==> src/rtl/sh_mdu_pkg.sv <==
// rtl/sh_mdu_pkg.sv - shared opcodes, states and saturation bounds for the SH-4 MDU
package sh_mdu_pkg;

    localparam int XLEN = 32;

    localparam logic [2:0] MDU_MULL   = 3'd0;
    localparam logic [2:0] MDU_MULSW  = 3'd1;
    localparam logic [2:0] MDU_MULUW  = 3'd2;
    localparam logic [2:0] MDU_DMULS  = 3'd3;
    localparam logic [2:0] MDU_DMULU  = 3'd4;
    localparam logic [2:0] MDU_MACW   = 3'd5;
    localparam logic [2:0] MDU_MACL   = 3'd6;
    localparam logic [2:0] MDU_CLRMAC = 3'd7;

    typedef enum logic [1:0] {
        S_IDLE = 2'd0,
        S_MUL  = 2'd1,
        S_ACC  = 2'd2,
        S_DONE = 2'd3
    } mdu_state_t;

    localparam logic [63:0] SAT48_MAX = 64'h00007FFF_FFFFFFFF;
    localparam logic [63:0] SAT48_MIN = 64'hFFFF8000_00000000;
    localparam logic [31:0] SAT32_MAX = 32'h7FFFFFFF;
    localparam logic [31:0] SAT32_MIN = 32'h80000000;

endpackage

==> src/rtl/sh_mdu_if.sv <==
// rtl/sh_mdu_if.sv - request/completion handshake, LDS write port and MAC outputs
interface sh_mdu_if;
    logic        in_valid;
    logic        in_ready;
    logic [2:0]  in_op;
    logic        in_s;
    logic [31:0] in_opl;
    logic [31:0] in_oph;
    logic        out_valid;
    logic        out_ready;
    logic        wr_en;
    logic        wr_sel;
    logic [31:0] wr_data;
    logic [31:0] mach;
    logic [31:0] macl;

    modport master (
        output in_valid, in_op, in_s, in_opl, in_oph, out_ready, wr_en, wr_sel, wr_data,
        input  in_ready, out_valid, mach, macl
    );

    modport slave (
        input  in_valid, in_op, in_s, in_opl, in_oph, out_ready, wr_en, wr_sel, wr_data,
        output in_ready, out_valid, mach, macl
    );
endinterface

==> src/rtl/sh_mdu_step.sv <==
// rtl/sh_mdu_step.sv - one combinational shift-add step of the iterative multiplier
import sh_mdu_pkg::*;

module sh_mdu_step #(
    parameter int STEP_BITS = 8
) (
    input  logic [XLEN-1:0]      i_mcand,
    input  logic [STEP_BITS-1:0] i_chunk,
    input  logic [5:0]           i_shift,
    input  logic [2*XLEN-1:0]    i_partial,
    output logic [2*XLEN-1:0]    o_partial
);
    logic [2*XLEN-1:0] w_pp;

    assign w_pp      = {{XLEN{1'b0}}, i_mcand} * {{(2*XLEN-STEP_BITS){1'b0}}, i_chunk};
    assign o_partial = i_partial + (w_pp << i_shift);
endmodule

==> src/rtl/sh_mdu_iter.sv <==
// rtl/sh_mdu_iter.sv - iterative MUL/DMUL/MAC unit holding MACH:MACL
// Optional SH_MDU_EARLY_OUT_EN: leave MUL once the remaining multiplier bits are zero.
import sh_mdu_pkg::*;

module sh_mdu_iter #(
    parameter int STEP_BITS = 8
) (
    input  logic     clk,
    input  logic     rst,
    sh_mdu_if.slave  bus
);
    localparam logic [5:0] CNT16     = 6'((16 / STEP_BITS < 1) ? 1 : 16 / STEP_BITS);
    localparam logic [5:0] CNT32     = 6'((32 / STEP_BITS < 1) ? 1 : 32 / STEP_BITS);
    localparam logic [5:0] SHIFT_INC = 6'(STEP_BITS);

    mdu_state_t  r_state;
    logic [2:0]  r_op;
    logic        r_s;
    logic        r_sign;
    logic [31:0] r_mcand;
    logic [31:0] r_mplier;
    logic [63:0] r_partial;
    logic [5:0]  r_shift;
    logic [5:0]  r_cnt;
    logic [31:0] r_mach;
    logic [31:0] r_macl;
    logic        r_in_ready;
    logic        r_out_valid;

    logic        w_wide;
    logic        w_signed;
    logic [31:0] w_a_ext;
    logic [31:0] w_b_ext;
    logic [31:0] w_a_mag;
    logic [31:0] w_b_mag;
    logic [63:0] w_partial_nxt;
    logic [31:0] w_mplier_nxt;
    logic        w_last;
    logic [63:0] w_prod;
    logic [64:0] w_sum65;
    logic [32:0] w_sum33;

    assign w_wide   = (bus.in_op == MDU_MULL) || (bus.in_op == MDU_DMULS) ||
                      (bus.in_op == MDU_DMULU) || (bus.in_op == MDU_MACL);
    assign w_signed = (bus.in_op == MDU_MULSW) || (bus.in_op == MDU_DMULS) ||
                      (bus.in_op == MDU_MACW) || (bus.in_op == MDU_MACL);

    assign w_a_ext = w_wide ? bus.in_opl :
                     (w_signed ? {{16{bus.in_opl[15]}}, bus.in_opl[15:0]} : {16'b0, bus.in_opl[15:0]});
    assign w_b_ext = w_wide ? bus.in_oph :
                     (w_signed ? {{16{bus.in_oph[15]}}, bus.in_oph[15:0]} : {16'b0, bus.in_oph[15:0]});

    // Magnitudes are unsigned, so -2^31 maps onto 0x80000000 without overflow.
    assign w_a_mag = (w_signed && w_a_ext[31]) ? (~w_a_ext + 32'd1) : w_a_ext;
    assign w_b_mag = (w_signed && w_b_ext[31]) ? (~w_b_ext + 32'd1) : w_b_ext;

    sh_mdu_step #(.STEP_BITS(STEP_BITS)) u_step (
        .i_mcand   (r_mcand),
        .i_chunk   (r_mplier[STEP_BITS-1:0]),
        .i_shift   (r_shift),
        .i_partial (r_partial),
        .o_partial (w_partial_nxt)
    );

    assign w_mplier_nxt = r_mplier >> STEP_BITS;
`ifdef SH_MDU_EARLY_OUT_EN
    assign w_last = (r_cnt == 6'd1) || (w_mplier_nxt == 32'd0);
`else
    assign w_last = (r_cnt == 6'd1);
`endif
    assign w_prod = r_sign ? (~w_partial_nxt + 64'd1) : w_partial_nxt;

    // One extra bit of headroom lets saturation see true overflow, not the wrapped sum.
    assign w_sum65 = {r_mach[31], r_mach, r_macl} + {r_partial[63], r_partial};
    assign w_sum33 = {r_macl[31], r_macl} + {r_partial[31], r_partial[31:0]};

    always_ff @(posedge clk or posedge rst) begin
        if (rst) begin
            r_state     <= S_IDLE;
            r_op        <= MDU_MULL;
            r_s         <= 1'b0;
            r_sign      <= 1'b0;
            r_mcand     <= 32'd0;
            r_mplier    <= 32'd0;
            r_partial   <= 64'd0;
            r_shift     <= 6'd0;
            r_cnt       <= 6'd0;
            r_mach      <= 32'd0;
            r_macl      <= 32'd0;
            r_in_ready  <= 1'b1;
            r_out_valid <= 1'b0;
        end else begin
            case (r_state)
                S_IDLE: begin
                    if (bus.wr_en) begin
                        if (bus.wr_sel) r_mach <= bus.wr_data;
                        else            r_macl <= bus.wr_data;
                    end
                    if (bus.in_valid) begin
                        r_op       <= bus.in_op;
                        r_s        <= bus.in_s;
                        r_sign     <= w_signed && (w_a_ext[31] ^ w_b_ext[31]);
                        r_mcand    <= w_a_mag;
                        r_mplier   <= w_b_mag;
                        r_partial  <= 64'd0;
                        r_shift    <= 6'd0;
                        r_cnt      <= w_wide ? CNT32 : CNT16;
                        r_in_ready <= 1'b0;
                        if (bus.in_op == MDU_CLRMAC) begin
                            r_mach      <= 32'd0;
                            r_macl      <= 32'd0;
                            r_out_valid <= 1'b1;
                            r_state     <= S_DONE;
                        end else begin
                            r_state <= S_MUL;
                        end
                    end
                end
                S_MUL: begin
                    r_partial <= w_last ? w_prod : w_partial_nxt;
                    r_mplier  <= w_mplier_nxt;
                    r_shift   <= r_shift + SHIFT_INC;
                    r_cnt     <= r_cnt - 6'd1;
                    if (w_last) r_state <= S_ACC;
                end
                S_ACC: begin
                    case (r_op)
                        MDU_MULL, MDU_MULSW, MDU_MULUW: r_macl <= r_partial[31:0];
                        MDU_DMULS, MDU_DMULU: {r_mach, r_macl} <= r_partial;
                        MDU_MACL: begin
                            if (r_s && !(&w_sum65[64:47]) && (|w_sum65[64:47]))
                                {r_mach, r_macl} <= w_sum65[64] ? SAT48_MIN : SAT48_MAX;
                            else
                                {r_mach, r_macl} <= w_sum65[63:0];
                        end
                        MDU_MACW: begin
                            if (!r_s)
                                {r_mach, r_macl} <= w_sum65[63:0];
                            else if (w_sum33[32] != w_sum33[31])
                                r_macl <= w_sum33[32] ? SAT32_MIN : SAT32_MAX;
                            else
                                r_macl <= w_sum33[31:0];
                        end
                        default: ;
                    endcase
                    r_out_valid <= 1'b1;
                    r_state     <= S_DONE;
                end
                S_DONE: begin
                    if (bus.out_ready) begin
                        r_out_valid <= 1'b0;
                        r_in_ready  <= 1'b1;
                        r_state     <= S_IDLE;
                    end
                end
                default: r_state <= S_IDLE;
            endcase
        end
    end

    assign bus.in_ready  = r_in_ready;
    assign bus.out_valid = r_out_valid;
    assign bus.mach      = r_mach;
    assign bus.macl      = r_macl;
endmodule

==> src/flat_wrapper.sv <==
// flat-port wrapper written by rule: the top's interface ports become plain ports
module sh_mdu_iter_flat 
#(
    parameter int STEP_BITS = 8
)
  (clk, rst, bus_in_valid, bus_in_op, bus_in_s, bus_in_opl, bus_in_oph, bus_out_ready, bus_wr_en, bus_wr_sel, bus_wr_data, bus_in_ready, bus_out_valid, bus_mach, bus_macl);
  sh_mdu_if bus_i ();
  input  logic clk;
  input  logic rst;
  input wire logic [$bits(bus_i.in_valid)-1:0] bus_in_valid;
  input wire logic [$bits(bus_i.in_op)-1:0] bus_in_op;
  input wire logic [$bits(bus_i.in_s)-1:0] bus_in_s;
  input wire logic [$bits(bus_i.in_opl)-1:0] bus_in_opl;
  input wire logic [$bits(bus_i.in_oph)-1:0] bus_in_oph;
  input wire logic [$bits(bus_i.out_ready)-1:0] bus_out_ready;
  input wire logic [$bits(bus_i.wr_en)-1:0] bus_wr_en;
  input wire logic [$bits(bus_i.wr_sel)-1:0] bus_wr_sel;
  input wire logic [$bits(bus_i.wr_data)-1:0] bus_wr_data;
  output wire logic [$bits(bus_i.in_ready)-1:0] bus_in_ready;
  output wire logic [$bits(bus_i.out_valid)-1:0] bus_out_valid;
  output wire logic [$bits(bus_i.mach)-1:0] bus_mach;
  output wire logic [$bits(bus_i.macl)-1:0] bus_macl;
  assign bus_i.in_valid = bus_in_valid;
  assign bus_i.in_op = bus_in_op;
  assign bus_i.in_s = bus_in_s;
  assign bus_i.in_opl = bus_in_opl;
  assign bus_i.in_oph = bus_in_oph;
  assign bus_i.out_ready = bus_out_ready;
  assign bus_i.wr_en = bus_wr_en;
  assign bus_i.wr_sel = bus_wr_sel;
  assign bus_i.wr_data = bus_wr_data;
  assign bus_in_ready = bus_i.in_ready;
  assign bus_out_valid = bus_i.out_valid;
  assign bus_mach = bus_i.mach;
  assign bus_macl = bus_i.macl;
  sh_mdu_iter #(.STEP_BITS(STEP_BITS)) u_core (.clk(clk), .rst(rst), .bus(bus_i));
endmodule
==> config.mk <==
export PLATFORM = sky130hd
export DESIGN_NAME = sh_mdu_iter_flat
export DESIGN_NICKNAME = d
export VERILOG_FILES = /design/src/rtl/sh_mdu_pkg.sv /design/src/rtl/sh_mdu_if.sv /design/src/rtl/sh_mdu_step.sv /design/src/rtl/sh_mdu_iter.sv /design/src/flat_wrapper.sv
export SDC_FILE = /design/constraint.sdc
export NUM_CORES = 2
export LEC_CHECK = 0
export CAP_MARGIN = 20
export CORE_AREA = 2 2 321 323
export DETAILED_ROUTE_END_ITERATION = 8
export DIE_AREA = 0 0 323 325
export PLACE_DENSITY = 0.44
export SETUP_SLACK_MARGIN = 0.4
export SLEW_MARGIN = 20
export SYNTH_ARGS = -nofsm -noshare
export SYNTH_HDL_FRONTEND = slang
export SYNTH_SLANG_ARGS = --single-unit
export TNS_END_PERCENT = 5
==> constraint.sdc <==
create_clock -name clk -period 11.43 [get_ports clk]
set_clock_uncertainty 0.1 [all_clocks]
set_input_delay 2.286 -clock clk [delete_from_list [all_inputs] [get_ports clk]]
set_output_delay 2.286 -clock clk [all_outputs]
set_load 0.005 [all_outputs]
# After elaboration in Yosys (flattened, before gate mapping)
# Index checks and enable logic that the tools add are counted.
classes:
  muxes: 48
  bitwise_logic: 4
  eq_ne: 24
  order_cmp: 0
  n_shift: 1
  n_div: 0
  n_addsub: 8
  n_mul: 1
  reduce_logical: 30
op_table:
  columns: ["operator", "count"]
  rows:
  - ["32-bit two-way mux", 21]
  - ["64-bit two-way mux", 4]
  - ["32-bit one-hot mux with 2 select lines", 3]
  - ["32-bit one-hot mux with 3 select lines", 2]
  - ["64-bit one-hot mux with 2 select lines", 1]
  - ["64-bit by 64-bit adder with 65-bit output", 1]
  - ["32-bit by 1-bit adder with 32-bit output, second input constant", 2]
  - ["64-bit by 1-bit adder with 64-bit output, second input constant", 1]
  - ["64-bit adder", 1]
  - ["32-bit inverter", 2]
  - ["64-bit inverter", 1]
  - ["40-bit by 6-bit left shift with 64-bit output", 1]
  - ["32-bit by 8-bit multiplier with 40-bit output", 1]
  - ["32-bit by 32-bit adder with 33-bit output", 1]
  - ["6-bit one-hot mux with 2 select lines", 2]
  - ["3-bit == test, second input constant", 7]
  - ["18-bit AND reduction", 1]
  - ["18-bit OR reduction", 1]
  - ["6-bit two-way mux", 2]
  - ["3-bit by 2-bit == test with 1-bit output, second input constant", 3]
  - ["3-bit AND reduction", 3]
  - ["2-bit two-way mux", 4]
  - ["4-bit by 3-bit != test with 1-bit output, second input constant", 2]
  - ["2-bit one-hot mux with 4 select lines", 1]
  - ["other kinds (26)", 48]
word_totals:
  in_bits: 106
  register_bits: 213
  mem_count: 0
  latchBits: 0
  mem_bits_ro: 0
  ramBits: 0

# Depth between registers and ports, before layout
depth:
  depth_word: 11
  ltp_mapped: 44
  mapped_depth_nobuf: 41

# Modules after synthesis
# A second synthesis with hierarchy kept.
hier_totals:
  hier_cells: 4567
  area_unflattened_um2: 33872.5
by_module_without_submodules:
  columns: ["module", "area_each_um2", "cells_each", "seq_area_each_um2", "instances"]
  rows:
  - ["sh_mdu_iter", 18432.7, 2522, 5256.3, 1]
  - ["sh_mdu_step", 15439.8, 2045, 0.0, 1]

# Worst setup path before layout
# OpenSTA, ideal clock, no wires.
synth_timing:
  kind: "reg2reg"
  from: "register u_core.r_mplier[7]"
  to: "register u_core.r_partial[63]"
  n_path_buf: 2
  stages_incl_launch_ff: 40
  setup_slack_ns: 1.663
  t_arrival_ns: 9.586
  path_cell_list: "dfrtp_1 > clkbuf_1 > and2_1 > fa_1 > fa_1 > fa_1 > inv_1 > fa_1 > inv_1 > ha_1 > a21o_1 > a21oi_1 > o21bai_1 > a2111oi_0 > o32ai_1 > a21oi_1 > o31a_1 > o21ai_0 > [... 4 more ...] > a21oi_1 > and2_1 > ha_1 > clkbuf_1 > and4_1 > a21o_1 > nand2_1 > nand2_1 > a21o_1 > or3_1 > a22o_1 > nor4b_1 > or4b_2 > nand4b_4 > o311a_1 > nand3_1 > or4b_1 > o211ai_2"
synth_via:
  elab_chain_cells: 8
synth_rtl:
  columns: ["item", "line_no", "source"]
  rows:
  - ["from (decl)", "sh_mdu_iter.sv:21", "logic [31:0] r_mplier;"]
  - ["from (signal assigned)", "sh_mdu_iter.sv:104", "r_mplier <= w_b_mag;"]
  - ["from (signal assigned)", "sh_mdu_iter.sv:121", "r_mplier <= w_mplier_nxt;"]
  - ["32-bit by 8-bit multiplier with 40-bit output (*)", "sh_mdu_step.sv:15", "assign w_pp = {{XLEN{1'b0}}, i_mcand} * {{(2*XLEN-STEP_BITS){1'b0}}, i_chunk};"]
  - ["40-bit by 6-bit left shift with 64-bit output (*)", "sh_mdu_step.sv:16", "assign o_partial = i_partial + (w_pp << i_shift);"]
  - ["64-bit adder (*)", "sh_mdu_step.sv:16", null]
  - ["64-bit inverter", "sh_mdu_iter.sv:71", "assign w_prod = r_sign ? (~w_partial_nxt + 64'd1) : w_partial_nxt;"]
  - ["64-bit by 1-bit adder with 64-bit output", "sh_mdu_iter.sv:71", null]
  - ["64-bit two-way mux", "sh_mdu_iter.sv:71", null]
  - ["64-bit two-way mux (*)", "sh_mdu_iter.sv:120", "r_partial <= w_last ? w_prod : w_partial_nxt;"]
  - ["64-bit one-hot mux with 2 select lines (*)", "sh_mdu_iter.sv:93", "case (r_state)"]
  - ["to (signal assigned)", "sh_mdu_iter.sv:120", null]
  - ["to (decl)", "sh_mdu_iter.sv:22", "logic [63:0] r_partial;"]
# Every way passes the cells marked *; elsewhere a longest branch is shown, timed or not.
# A chain may end at the register's enable or synchronous reset.

# Worst setup path after layout
layout_timing:
  from: "register u_core.r_mplier[3]"
  to: "register u_core.r_partial[63]"
# The elaborated chain is that of the path after synthesis.

==> metrics.txt <==
status complete, no violations; GPL Wtd Cong 0.937; uppermost layer routed met4; Synth top area share around 17%; Setup crit start u_core.r_mplier[3]; Max Freq 95.1 MHz; Final nets 4490; async set-reset flop share out of synthesis 100%; hold slack 0.385 ns; Clock Sinks 210; clock latency on the worst-skew pair ~0.66 ns; CP Data Required Time 11.90 ns; Die Span Y 325 um; Final Cycle Share 92.0%; vias per cell 5.44; synthesized net count approximately 4400; H-tree levels 1; CP delay by family, top compound AO/OA/AOI/OAI gates; R2R depth 38; most used flip-flop cell after synthesis dfrtp_1; GRT Overall Usage 22.3%; worst setup path endpoint u_core.r_partial[63]; post-layout min period 10.51 ns; mapped cell area 30200 um2; count of final hold-check violations 0; Hold WC Path Type reg2reg; top-count cell post-synth nand2_1; Horiz. Die Dim 323 um; Num CTS Buffers 31; Hold-fix buffers, CTS 0; gr ovfl total 0; vias post-DR 29300; Layout area overhead 14.7%; Worst path max stage delay 0.70 ns; HPWL Detailed 96.1 mm; total wire length 119 mm; drc violations 0; Root Driver clkbuf_16; initial antenna violation count 5; I/O pin cnt 172; Startpoint Class flop; synth top area cells dfrtp_1 17%, fa_1 12%, ha_1 8.2%, a21oi_1 6.7%, nand2_1 6.0%; Routed Antenna Nets 0; IO Port Bufs 171; clock-pin slew on the worst setup and hold paths 0.06 ns; CP arrival between 10 and 15 ns; synth unique cells 89; Met1 Wirelength roughly 55 mm; drt initial violations 2342; Mapped Cells 3952; Critical Path Fanout Max 19; CTS tree yes; FF+latch count, synth 210; die area 105000 um2; largest net degree at the start of global routing 86; Yosys top cell by area dfrtp_1; r2r endpoint u_core.r_partial[63]; drt wl/cell 22.1 um; fin. max-slew vios 0; num rows about 120; Post-synth top cells 486 x nand2_1, 407 x a21oi_1, 313 x o21ai_0, 262 x inv_1, 247 x nor2_1; Core Area slightly above 100000 um2; CP Depth 38; Max Buffers Root-to-Sink 3; Final TNS setup 0 ns; sequential-to-total area share from yosys stat 17.4%; Initial Utilization 29.8%; RSZ-0062 raised after global routing false; r2r setup slk 0.92 ns; Avg Inst Size Synth about 7.6 um2; Syn. warnings 0; first-pass GRT wire length 182 mm; CP Buf/Inv Count 5; EDFF count, synth 0; layout cells sized above 1 5.59%; CP endpoint kind flop; wire length on met3 around 6.2 mm; kind of critical path reg2reg; vias in the first global route roughly 29000; worst r2r src u_core.r_mplier[3]; Max Cap Viol 0; Slew @ Worst Pin 1.09 ns; met2 WL 55.0 mm; DRT Pass-1 Iters 5; final-report setup violation count 0; Slew HR 27.3%; most used cell, CP fa_1; Critical Path Slowest Stage Cell or4b_2
[per-stage QoR]
stage	util, %	cells	instance area [um2]	setup slack, ns
global placement	32.9	5335	33400	0.506
finish	34.2	5395	34700	0.917
CTS	34.0	5390	34400	0.444
global route	34.2	5394	34700	0.362
detailed placement	32.9	5336	33400	0.472
floorplan	-	3952	30200	1.66
[cell usage in the layout (no fill, tap or decap), types with 21 or more instances in the layout]
master	n
a31oi_1	43
nor3_1	36
a21o_1	88
nand3_1	57
ha_1	193
nand2b_1	33
o21ai_0	308
dfrtp_1	202
a22oi_1	32
nand2_1	483
nor2_1	243
a21oi_1	398
clkbuf_16	31
o21a_1	25
nor4_1	21
clkdlybuf4s50_1	171
and3_1	29
inv_1	261
or3_1	22
xnor2_1	146
o21bai_1	50
nand4_1	45
fa_1	182
and2_1	235
mux2i_1	41
o31ai_1	38
a22o_1	31
buf_4	65
a221oi_1	35
xor2_1	105
[area by class of cell]
class | instances | area (um2)
Timing Repair Buffer | 237 | 2210
Sequential cell | 210 | 5270
Fill cell | 10900 | 66600
Antenna cell | 1 | 2.50
Tap cell | 1368 | 1710
Clock buffer | 40 | 850
Clock inverter | 14 | 195
Inverter | 265 | 1000
Multi-Input combinational cell | 3260 | 23400
[logic make-up after synthesis]
group | share of synthesized area (%)
and+or+nand+nor | 21.3
DFF | 17.4
adders and majority gates | 20.2
muxes | 1.76
xor gates and xnor gates | 7.53
AOI/OAI and AO/OA | 25.8
buffers and inverters | 6.02
[worst min path at each step]
stage	start	end	cells after the start
floorplan	u_core.r_mplier[8]	u_core.r_mplier[8]	2
global placement	u_core.r_mplier[23]	u_core.r_mplier[23]	2
detailed placement	u_core.r_mplier[23]	u_core.r_mplier[23]	2
CTS	u_core.r_mplier[23]	u_core.r_mplier[23]	2
global route	u_core.r_mplier[31]	u_core.r_mplier[31]	2
finish	u_core.r_mplier[23]	u_core.r_mplier[23]	2
[what timing repair did]
| action | in CTS | in global routing |
|---|---|---|
| endpoints found under the setup margin | 0 | 16 |
| gates resized for setup | 0 | 52 |
| buffers inserted | 0 | 4 |
[sequential cells by signal, summed over array words and instances (netlist names)]
register and count:
u_core.r_mplier 32, u_core.r_partial 64, u_core.r_mcand 32, u_core.bus.in_ready 1, u_core.bus.out_valid 1, u_core.r_shift 3, u_core.bus.macl 32, u_core.bus.mach 32
u_core.r_state 2, u_core.r_sign 1, u_core.r_s 1, u_core.r_op 3, u_core.r_cnt 6
[worst min-delay path, delay by kind of cell (launching register included)]
| kind | cells | cell delay, ns |
|---|---|---|
| AOI/OAI and AO/OA | 1 | 0.06 |
| DFF | 1 | 0.34 |
| and+or+nand+nor | 1 | 0.05 |
[routing by layer]
metal | vias up | global-route usage [%]
li1 | 14000 | -
met1 | 14500 | 31.5
met2 | 668 | 35.7
met3 | 120 | 3.30
met4 | 0 | 5.05
met5 | - | 0
Power is not shown: default switching activity piles up to over one toggle a cycle in this logic, so the estimate is an artifact.
